<file path="src/rtl/parking_exit_gate.sv">
// parking_exit_gate
// Exit-side gate controller and owner of the lot occupancy counter.
// A car at the exit waits WAIT_CYCLES cycles. Its 2-field exit code is then checked.
// A correct code opens the gate. Occupancy drops by one when the car clears the gate.
// Entrance admissions arrive as car_entered pulses.
// Optional feature macro: EXIT_GATE_TIMEOUT_EN
//   When the macro is defined, the gate closes after GATE_TIMEOUT cycles if no car passes.
//   Occupancy is not changed when the gate closes this way.
module parking_exit_gate #(
  parameter int         CAPACITY     = 8,
  parameter int         OCC_W        = 4,
  parameter logic [1:0] CODE_1       = 2'b10,
  parameter logic [1:0] CODE_2       = 2'b01,
  parameter int         WAIT_CYCLES  = 4,
  parameter int         GATE_TIMEOUT = 16
) (
  input  logic             clk,
  input  logic             reset,
  input  logic             sensor_exit_approach,
  input  logic             sensor_exit_clear,
  input  logic [1:0]       exit_code_1,
  input  logic [1:0]       exit_code_2,
  input  logic             car_entered,
  output logic             gate_open,
  output logic             GREEN_LED,
  output logic             RED_LED,
  output logic [OCC_W-1:0] occupancy,
  output logic             lot_full,
  output logic             lot_empty
);

  typedef enum logic [1:0] {
    IDLE       = 2'd0,
    WAIT_CODE  = 2'd1,
    WRONG_CODE = 2'd2,
    GATE_OPEN  = 2'd3
  } state_t;

  localparam int               WC_W      = (WAIT_CYCLES > 1) ? $clog2(WAIT_CYCLES) : 1;
  localparam logic [WC_W-1:0]  WAIT_LAST = WC_W'(WAIT_CYCLES - 1);
  localparam logic [WC_W-1:0]  WC_ONE    = WC_W'(1);
  localparam logic [OCC_W-1:0] OCC_MAX   = OCC_W'(CAPACITY);
  localparam logic [OCC_W-1:0] OCC_ONE   = OCC_W'(1);

  // Refuse to elaborate with a counter too narrow for CAPACITY or with zero-length waits.
  if ((WAIT_CYCLES < 1) || (GATE_TIMEOUT < 1) || ((1 << OCC_W) <= CAPACITY)) begin : g_param_check
    $error("parking_exit_gate: illegal parameter combination");
  end

  state_t            state_r;
  state_t            next_state_s;
  logic [WC_W-1:0]   wait_cnt_r;
  logic [OCC_W-1:0]  occ_r;
  logic              green_r;
  logic              red_r;
  logic              match_s;
  logic              lot_full_s;
  logic              lot_empty_s;
  logic              inc_s;
  logic              dec_s;
  logic              timeout_s;

  assign match_s     = (exit_code_1 == CODE_1) && (exit_code_2 == CODE_2);
  assign lot_full_s  = (occ_r == OCC_MAX);
  assign lot_empty_s = (occ_r == {OCC_W{1'b0}});

  // A full lot drops the entry pulse. An empty lot cannot lose a car.
  assign inc_s = car_entered && !lot_full_s;
  assign dec_s = (state_r == GATE_OPEN) && sensor_exit_clear && !lot_empty_s;

`ifdef EXIT_GATE_TIMEOUT_EN
  localparam int              TO_W    = $clog2(GATE_TIMEOUT) + 1;
  localparam logic [TO_W-1:0] TO_LAST = TO_W'(GATE_TIMEOUT - 1);
  localparam logic [TO_W-1:0] TO_ONE  = TO_W'(1);

  logic [TO_W-1:0] to_cnt_r;

  // Count the cycles spent in GATE_OPEN. The counter sits at zero in every other state, so it starts fresh on entry.
  always_ff @(posedge clk) begin
    if (reset) begin
      to_cnt_r <= {TO_W{1'b0}};
    end else if (state_r != GATE_OPEN) begin
      to_cnt_r <= {TO_W{1'b0}};
    end else begin
      to_cnt_r <= to_cnt_r + TO_ONE;
    end
  end

  assign timeout_s = (state_r == GATE_OPEN) && (to_cnt_r == TO_LAST);
`else
  assign timeout_s = 1'b0;
`endif

  // State register.
  always_ff @(posedge clk) begin
    if (reset) begin
      state_r <= IDLE;
    end else begin
      state_r <= next_state_s;
    end
  end

  // Next-state logic. A car clearing the gate takes priority over the timeout.
  always_comb begin
    next_state_s = state_r;
    case (state_r)
      IDLE: begin
        if (sensor_exit_approach && !lot_empty_s) begin
          next_state_s = WAIT_CODE;
        end else begin
          next_state_s = IDLE;
        end
      end
      WAIT_CODE: begin
        if (wait_cnt_r == WAIT_LAST) begin
          if (match_s) begin
            next_state_s = GATE_OPEN;
          end else begin
            next_state_s = WRONG_CODE;
          end
        end else begin
          next_state_s = WAIT_CODE;
        end
      end
      WRONG_CODE: begin
        if (match_s) begin
          next_state_s = GATE_OPEN;
        end else if (!sensor_exit_approach) begin
          next_state_s = IDLE;
        end else begin
          next_state_s = WRONG_CODE;
        end
      end
      GATE_OPEN: begin
        if (sensor_exit_clear) begin
          next_state_s = IDLE;
        end else if (timeout_s) begin
          next_state_s = IDLE;
        end else begin
          next_state_s = GATE_OPEN;
        end
      end
      default: begin
        next_state_s = IDLE;
      end
    endcase
  end

  // Code-wait counter. It is held at zero in IDLE, so every WAIT_CODE visit starts from zero.
  always_ff @(posedge clk) begin
    if (reset) begin
      wait_cnt_r <= {WC_W{1'b0}};
    end else if (state_r == IDLE) begin
      wait_cnt_r <= {WC_W{1'b0}};
    end else if (state_r == WAIT_CODE) begin
      wait_cnt_r <= wait_cnt_r + WC_ONE;
    end else begin
      wait_cnt_r <= wait_cnt_r;
    end
  end

  // Saturating occupancy counter. An entry and an exit on the same edge cancel out.
  always_ff @(posedge clk) begin
    if (reset) begin
      occ_r <= {OCC_W{1'b0}};
    end else if (inc_s && !dec_s) begin
      occ_r <= occ_r + OCC_ONE;
    end else if (dec_s && !inc_s) begin
      occ_r <= occ_r - OCC_ONE;
    end else begin
      occ_r <= occ_r;
    end
  end

  // Status LEDs are registered from the current state, so they lag it by one cycle. Red blinks in WRONG_CODE.
  always_ff @(posedge clk) begin
    if (reset) begin
      green_r <= 1'b0;
      red_r   <= 1'b0;
    end else begin
      case (state_r)
        IDLE: begin
          green_r <= 1'b0;
          red_r   <= 1'b0;
        end
        WAIT_CODE: begin
          green_r <= 1'b0;
          red_r   <= 1'b1;
        end
        WRONG_CODE: begin
          green_r <= 1'b0;
          red_r   <= ~red_r;
        end
        GATE_OPEN: begin
          green_r <= 1'b1;
          red_r   <= 1'b0;
        end
        default: begin
          green_r <= 1'b0;
          red_r   <= 1'b0;
        end
      endcase
    end
  end

  assign gate_open = (state_r == GATE_OPEN);
  assign GREEN_LED = green_r;
  assign RED_LED   = red_r;
  assign occupancy = occ_r;
  assign lot_full  = lot_full_s;
  assign lot_empty = lot_empty_s;

endmodule

</file>
<file path="config.mk">
export PLATFORM = sky130hd
export DESIGN_NAME = parking_exit_gate
export DESIGN_NICKNAME = d
export VERILOG_FILES = /design/src/rtl/parking_exit_gate.sv
export SDC_FILE = /design/constraint.sdc
export NUM_CORES = 1
export LEC_CHECK = 0
export ABC_AREA = 1
export CAP_MARGIN = 10
export CORE_MARGIN = 4
export CORE_UTILIZATION = 48
export CTS_CLUSTER_SIZE = 40
export DETAILED_ROUTE_END_ITERATION = 10
export HOLD_SLACK_MARGIN = 0.15
export PLACE_DENSITY = 0.81
export SKIP_LAST_GASP = 1
export SLEW_MARGIN = 10
export SYNTH_ARGS = -nofsm -noshare
export SYNTH_HDL_FRONTEND = slang
export SYNTH_SLANG_ARGS = --single-unit
</file>
<file path="constraint.sdc">
create_clock -name clk -period 4.41 [get_ports clk]
set_clock_uncertainty 0.15 [all_clocks]
set_input_delay 0.882 -clock clk [delete_from_list [all_inputs] [get_ports clk]]
set_output_delay 0.882 -clock clk [all_outputs]
set_load 0.01 [all_outputs]
</file>
**Word level (Yosys, flattened, before mapping)**

Index checks and enable logic that the tools add are counted.

- Register bits after elaboration: 10
- Input bits: 9
- Output and inout bits: 9
- Logic and storage cells: 44

- $add $sub $neg: 3
- Equal/unequal tests: 7
- Muxes and demuxes: 11
- Bitwise operators: 1
- Reduce and logical (&&, ||, !) cells: 17

Operators by type and width:

| operator | count |
|---|---|
| == test 2 bit, second input constant | 4 |
| 2-to-1 mux 2 bit | 4 |
| 2-to-1 mux 4 bit | 2 |
| one-hot mux 2 bit (4 select lines) | 1 |
| logical AND 1 bit | 7 |
| adder 4 x 1 -> 4 bit, second input constant | 1 |
| == test 2 x 1 -> 1 bit, second input constant | 2 |
| == test 4 bit, second input constant | 1 |
| zero test 1 bit | 4 |
| zero test 4 bit | 1 |
| OR reduction 2 bit | 2 |
| subtractor 4 x 1 -> 4 bit, second input constant | 1 |
| one-hot mux 1 bit (3 select lines) | 1 |
| OR reduction 3 bit | 1 |
| adder 2 x 1 -> 2 bit, second input constant | 1 |
| zero test 2 bit | 1 |
| 2-to-1 mux 1 bit | 2 |
| one-hot mux 1 bit (2 select lines) | 1 |
| nonzero test 2 bit | 1 |
| inverter 1 bit | 1 |

**Logic depth before layout (Yosys ltp)**

Gate-level depths: netlist of the first run.

- Depth in word-level cells: 7
- Gate-level depth with buffers: 13
- Mapped depth without buffers: 13

**Worst setup path after synthesis of the first run**

OpenSTA, ideal clock, no wires.

- Kind: input port to flip-flop
- From: input car_entered
- To: register occ_r[3], in the netlist occupancy[3]
- Setup time: 109 ps
- Arrival time: 1,982 ps
- Data required time: 4,151 ps
- Path slack: 2,169 ps
- Stages: 10
- Path buffers: 0
- Path through: inv_1 -> nor2_1 -> ha_1 -> inv_1 -> ha_1 -> or2_1 -> nand3_1 -> nand3_1 -> nand2_1 -> inv_1

- Cells in the longest elaborated chain, start to end: 4
- Elaborated cells between the ends (all ways): 6
- Those cells by class: mux (1); reduce/logical (5)

Ends and longest elaborated chain:

| element | RTL line | source |
|---|---|---|
| from (decl) | 23 | `input logic car_entered,` |
| logical AND 1 bit * | 68 | `assign inc_s = car_entered && !lot_full_s;` |
| zero test 1 bit | 168 | `end else if (dec_s && !inc_s) begin` |
| logical AND 1 bit | 168 |  |
| nonzero test 2 bit (no line) | -- |  |
| to (signal assigned) | 167 | `occ_r <= occ_r + OCC_ONE;` |
| to (signal assigned) | 169 | `occ_r <= occ_r - OCC_ONE;` |
| to (signal assigned) | 171 | `occ_r <= occ_r;` |
| to (decl) | 53 | `logic [OCC_W-1:0] occ_r;` |

Mark *: on every way between the ends. The rest lies on a longest branch, timed or not.
A chain may end at the register's enable or synchronous reset.

**Worst setup path after layout of the first run**

- From: register occ_r[0], in the netlist occupancy[0]
- To: output lot_full

- Cells in the longest elaborated chain, start to end: 1

Ends and longest elaborated chain:

| element | RTL line | source |
|---|---|---|
| from (signal assigned) | 165 | `occ_r <= {OCC_W{1'b0}};` |
| from (signal assigned) | 167 |  |
| from (signal assigned) | 169 |  |
| == test 4 bit | 64 | `assign lot_full_s = (occ_r == OCC_MAX);` |
| to (decl) | 28 | `output logic lot_full,` |

No other way between the ends.

==> impl_metrics.toml, run 1 <==
[worst_setup_path]
endpoint_kind = "output pin"
worst-path-buf-inv = 1
cp_top_family = "buffers and inverters"
cp_data_required_time_ns = 3.38
start_kind = "flip-flop"
worstPathCellList = "nor4_2 > clkdlybuf4s50_1"
critPathKind = "flip-flop to output pin"
slowest_delay_ns = 0.60
arrival_ns = 1.61
path_max_fanout = 6
crit_slowest_cell = "clkdlybuf4s50_1"

[routing]
wl_per_cell_um = 11.3
ant_nets = 0
vias = 591
routed_wl_mm = 1.35
drtIter0Drc = 20
avgViaCountPerCell = 4.97
drtPass1Iterations = 4
post-route-drc-count = 0

[pwr]
seqPwrFrac = 0.397
netSwitchingFraction = 0.343
p_sw_mw = 0.0970
cellLeakagePower_nw = 0.415
p_total_mw = 0.283
ir_worst_vdd_mv = 0.247
power_density_nw_per_um2 = 339
combPwrFrac = 0.386
internal-power_mw = 0.186
clkPwrFrac = 0.217

[synthesis]
yosysSeqAreaShare = 0.321
synth_edf_count = 0
syn-instance-count = 85
yosys_most_used_dff = "dfxtp_1"
yosys.cell_types.count = 18
syn_nets = 103
synth_top_area_share = 0.321
synth_area_um2 = 624
async_flop_share = 0
synth-seq-cells = 10
synth_warnings = 0
yosysTopAreaCell = "dfxtp_1"
yosys-top-cells-area = "dfxtp_1 (32%), ha_1 (16%), nand2_1 (9.6%)"
syn_avg_cell_area_um2 = 7.35

[global_routing]
overflow = 0
grt_antenna_before_repair = 0
grt_pass1_vias = 570
grt_max_degree = 8
track_usage = 0.161
grt_pass1_wl_mm = 2.35

[final_layout]
fillers = 100
area_delta_synth_final_pct = 33.7
fin_nets = 125
final_cell_mix = "clkdlybuf4s50_1 (17), nand2_1 (16), inv_1 (15)"
n_antenna_cell = 0
final_common_cell = "clkdlybuf4s50_1"
regArea_um2 = 200
drive_above_1_share = 0.0667
multi_input_comb_area_um2 = 360

[clock_tree]
clk_pin_slew_ns = 0.06
cts_buffers = 3
post_cts_buffers = 0
hold_buffers = 0
cts.htree.levels = 1
cts_resized = 0
cts.sinks = 10
root_buffer = "clkbuf_4"
cts_tree = "done"
insertion_delay_ns = 0.26
clk_path_buf_depth = 2

[run_status]
status = "finished, final reports clean"

[timing]
setup_tns_ns = 0
fin_crit_sh = 0.598
drv_slew = 0
max_slew.worst_pin.slew_ns = 0.284
min_period_ns = 2.64
slew_headroom = 0.809
final_hold_viol_count = 0
setup_viol_count_final = 0
max_freq_mhz = 379
rsz0062_at_grt = "no"

[floorplanning]
initial_core_util = 0.533
die_w_um = 44.1
die_h_um = 44.1
rows = 12
die-area_um2 = 1940
ioPinCount = 18
coreArea_um2 = 1170

[place]
dp_hpwl_mm = 1.09
gp_congestion = 0.779
port_buffers = 17

[worst_hold_path]
hold_class = "flip-flop to flip-flop"

[flow_run]
maxCapViolations = 0
## metal layers
layer | vias up | GRT usage | part of all wire
met5 | - | 0 | 0
met4 | 0 | 0.0542 | 0
met3 | 0 | 0.0366 | 0.079
met2 | 21 | 0.262 | 0.46
met1 | 261 | 0.208 | 0.46
li1 | 309 | - | -
## final timing paths
path                startpoint            to  slack [ns]  cells past startpoint
hold reg to reg        RED_LED       RED_LED        0.30                      1
setup reg to reg  occupancy[0]  occupancy[3]        2.22                     10
setup / recovery  occupancy[0]      lot_full        1.77                      2
hold / removal         RED_LED       RED_LED        0.30                      1
## synth_stat cells, types with 2 or more instances
master and count:
nand3_1 4, a21oi_1 4, o21ai_1 5, dfxtp_1 10, nand2_1 16, inv_1 15
ha_1 8, inv_2 2, nor2_1 11, xor2_1 2
## cells by family (layout without fill, tap and decap cells)
kind of cell,count (synthesis),in the layout,synth area share
adder cells (fa/ha/maj),9,9,0.192
XOR/XNOR,3,3,0.0421
AO/OA/AOI/OAI,11,11,0.0942
AND/OR/NAND/NOR,35,35,0.248
buffers and inverters,17,37,0.102
flip-flops,10,10,0.321
## power by group through the flow
stage	clock network (mW)	registers (mW)	logic, mW
detailed placement	0	0.114	0.108
global placement	0	0.114	0.106
floorplan	0	0.116	0.0621
global route	0.0689	0.114	0.121
CTS	0.0635	0.112	0.109
finish	0.0613	0.112	0.109
## per-stage QoR
stage / util / hold WS [ns] / std cells / instance area (um^2) / worst slack, ns
finish: 0.713 / 0.296 / 119 / 835 / 1.77
global route: 0.713 / 0.336 / 119 / 835 / 1.72
CTS: 0.713 / 0.308 / 119 / 835 / 1.76
detailed placement: 0.693 / 0.295 / 116 / 812 / 1.60
global placement: 0.693 / 0.270 / 116 / 812 / 1.65
floorplan: - / 0.314 / 85 / 624 / 2.17
## area by class of cell
| class | instances | area share |
|---|---|---|
| Tap cell | 14 | 0.0210 |
| Sequential cell | 10 | 0.240 |
| Clock buffer | 3 | 0.0270 |
| Timing Repair Buffer | 17 | 0.204 |
| Inverter | 17 | 0.0765 |
| Multi-Input combinational cell | 58 | 0.432 |
## state kept, by name, indices dropped and copies added, names as in the netlist
| signal | count |
|---|---|
| occupancy | 4 |
| state_r | 2 |
| GREEN_LED | 1 |
| RED_LED | 1 |
| wait_cnt_r | 2 |
## worst register-to-register path, stage by stage, from the launching register on
cell and delay [ns]:
dfxtp_1 0.39, nor4_2 0.36, nor2_1 0.08, ha_1 0.22, inv_1 0.13, ha_1 0.26
or2_1 0.25, nand3_1 0.08, nand3_1 0.07, nand2_1 0.06, inv_1 0.04
No activity file was read; power rests on OpenSTA's default activity.
==> run 2: changes to the inputs <==
--- a/config.mk
+++ b/config.mk
@@ -8,11 +8,11 @@
 export ABC_AREA = 1
 export CAP_MARGIN = 10
 export CORE_MARGIN = 4
-export CORE_UTILIZATION = 48
+export CORE_UTILIZATION = 40
 export CTS_CLUSTER_SIZE = 40
 export DETAILED_ROUTE_END_ITERATION = 10
 export HOLD_SLACK_MARGIN = 0.15
-export PLACE_DENSITY = 0.81
+export PLACE_DENSITY = 0.72
 export SKIP_LAST_GASP = 1
 export SLEW_MARGIN = 10
 export SYNTH_ARGS = -nofsm -noshare
==> constraint.sdc (replaced) <==
create_clock -name clk -period 2.2 [get_ports clk]
set_clock_uncertainty 0.15 [all_clocks]
set_input_delay 0.44 -clock clk [delete_from_list [all_inputs] [get_ports clk]]
set_output_delay 0.44 -clock clk [all_outputs]
set_load 0.01 [all_outputs]
==> run 2 against run 1 <==
Net effect:
- utilization decreased by 6.7 points
- sequential share of layout area fell by 1.4 points
- sequential power increased by 100%
- die area increased by 16%
- final area increased by 6.9%
- critical path depth rose by 2
- first-iteration DRC count fell by 70%
- worst hold slack got worse by 0.016 ns
- cell count increased by 5.0%
- clock power increased to 2.8 times the previous value
==> impl_metrics.toml, run 2 (synthesized netlist as in run 1, its figures left out) <==
[run_status]
status = "finished, final reports clean"

[clock_tree]
cts_buffers = 3
insertion_delay_ns = 0.27
cts.htree.levels = 1
clk_path_buf_depth = 2
cts.sinks = 10
root_buffer = "clkbuf_4"
clk_pin_slew_ns = 0.07
cts_tree = "done"

[final_layout]
fillers = 124
fin_area_um2 = 892
largest_reg_flops = 4
fin_nets = 129
n_antenna_cell = 0
final_cell_mix = "nand2_1 (16), clkdlybuf4s50_1 (16), inv_1 (14)"
area_delta_synth_final_pct = 42.9
drive_above_1_share = 0.127
utilization = 0.645

[place]
port_buffers = 17
dp_hpwl_mm = 1.09
place_area_um2 = 843
gp_congestion = 0.819

[worst_setup_path]
r2r_start = "occupancy[3]"
endpoint_kind = "output pin"
startpoint = "occupancy[1]"
cp_data_required_time_ns = 1.61
start_kind = "flip-flop"
critPathKind = "flip-flop to output pin"
path_max_fanout = 6
ff2ff_setup_slack_ns = 0.16
arrival_ns = 1.52

[routing]
vias = 591
routed_wl_mm = 1.41
wl_per_cell_um = 11.3
drtPass1Iterations = 4
drtIter0Drc = 6
ant_nets = 0
avgViaCountPerCell = 4.73
post-route-drc-count = 0

[global_routing]
track_usage = 0.147
grt_max_degree = 8
overflow = 0
grt_antenna_before_repair = 0
grt_pass1_wl_mm = 2.28
grt_pass1_vias = 535

[timing]
min_period_ns = 2.11
slew_headroom = 0.791
max_freq_mhz = 474
holdWs_ns = 0.280
rsz0062_at_grt = "yes"
drv_slew = 0
setup_viol_count_final = 0
fin_crit_sh = 0.959
max_slew.worst_pin.slew_ns = 0.314
final_hold_viol_count = 0

[floorplanning]
die_w_um = 47.5
rows = 13
die-area_um2 = 2260
ioPinCount = 18
die_h_um = 47.5
initial_core_util = 0.452
coreArea_um2 = 1380

[flow_run]
maxCapViolations = 0

[pwr]
power_density_nw_per_um2 = 713
ir_worst_vdd_mv = 0.486
cellLeakagePower_nw = 0.459

[worst_hold_path]
holdCritStartpoint = "RED_LED"
hold_class = "flip-flop to flip-flop"
## run 2: per-stage QoR
| step | total power [mW] | worst slack [ns] | cells | TNS [ns] |
|---|---|---|---|---|
| 5_1_grt | 0.683 | -0.00476 | 125 | -0.00864 |
| 2_1_floorplan | 0.356 | 0.0202 | 85 | 0 |
| 3_3_place_gp | 0.457 | -0.0875 | 121 | -0.126 |
| 3_5_place_dp | 0.461 | -0.146 | 121 | -0.230 |
| 6_report | 0.636 | 0.0910 | 125 | 0 |
| 4_1_cts | 0.633 | 0.0275 | 125 | 0 |
## run 2: layout make-up
class	count	area, um^2	area share
sequential	10	201	0.226
tap	15	18.8	0.0210
inverter	17	63.8	0.0715
multi-input combinational	58	369	0.414
timing repair buffer	21	203	0.227
clock buffer	4	36.3	0.0407
## run 2: worst paths after layout
check        depth (start not counted)            to
max                                  4     lot_empty
min                                  1       RED_LED
max reg2reg                         11  occupancy[3]
min reg2reg                          1       RED_LED
## run 2: power breakdown
group / switching (mW) / total (mW) / internal, mW
clock: 0.0705 / 0.171 / 0.101
combinational: 0.114 / 0.237 / 0.124
sequential: 0.0269 / 0.228 / 0.201
## run 2: layer usage
metal  share of wire  global-route usage  wire (um)
met1            0.48               0.195        674
met2            0.43               0.217        606
met3           0.078              0.0338        110
met4           0.015              0.0829         21
met5               0                   0          0
## run 2: worst max-delay path: stages, from the launching register on
cell,delay [ns]
dfxtp_1,0.40
nor2_1,0.16
nand3_2,0.10
inv_1,0.06
clkdlybuf4s50_1,0.52
## run 2: what timing repair did
item | 4_1_cts | 5_1_grt
endpoints found under the hold margin | 0 | 0
hold buffers | 0 | 0
setup buffers | 0 | 0
resized for setup | 0 | 4
setup endpoints to repair | 0 | 3
==> run 3: changes to the inputs <==
--- a/config.mk
+++ b/config.mk
@@ -11,6 +11,7 @@
 export CORE_UTILIZATION = 40
 export CTS_CLUSTER_SIZE = 40
 export DETAILED_ROUTE_END_ITERATION = 10
+export GPL_ROUTABILITY_DRIVEN = 0
 export HOLD_SLACK_MARGIN = 0.15
 export PLACE_DENSITY = 0.72
 export SKIP_LAST_GASP = 1
==> results of run 3 <==
Same layout as run 2: the final DEF is identical, and so are final timing and power.
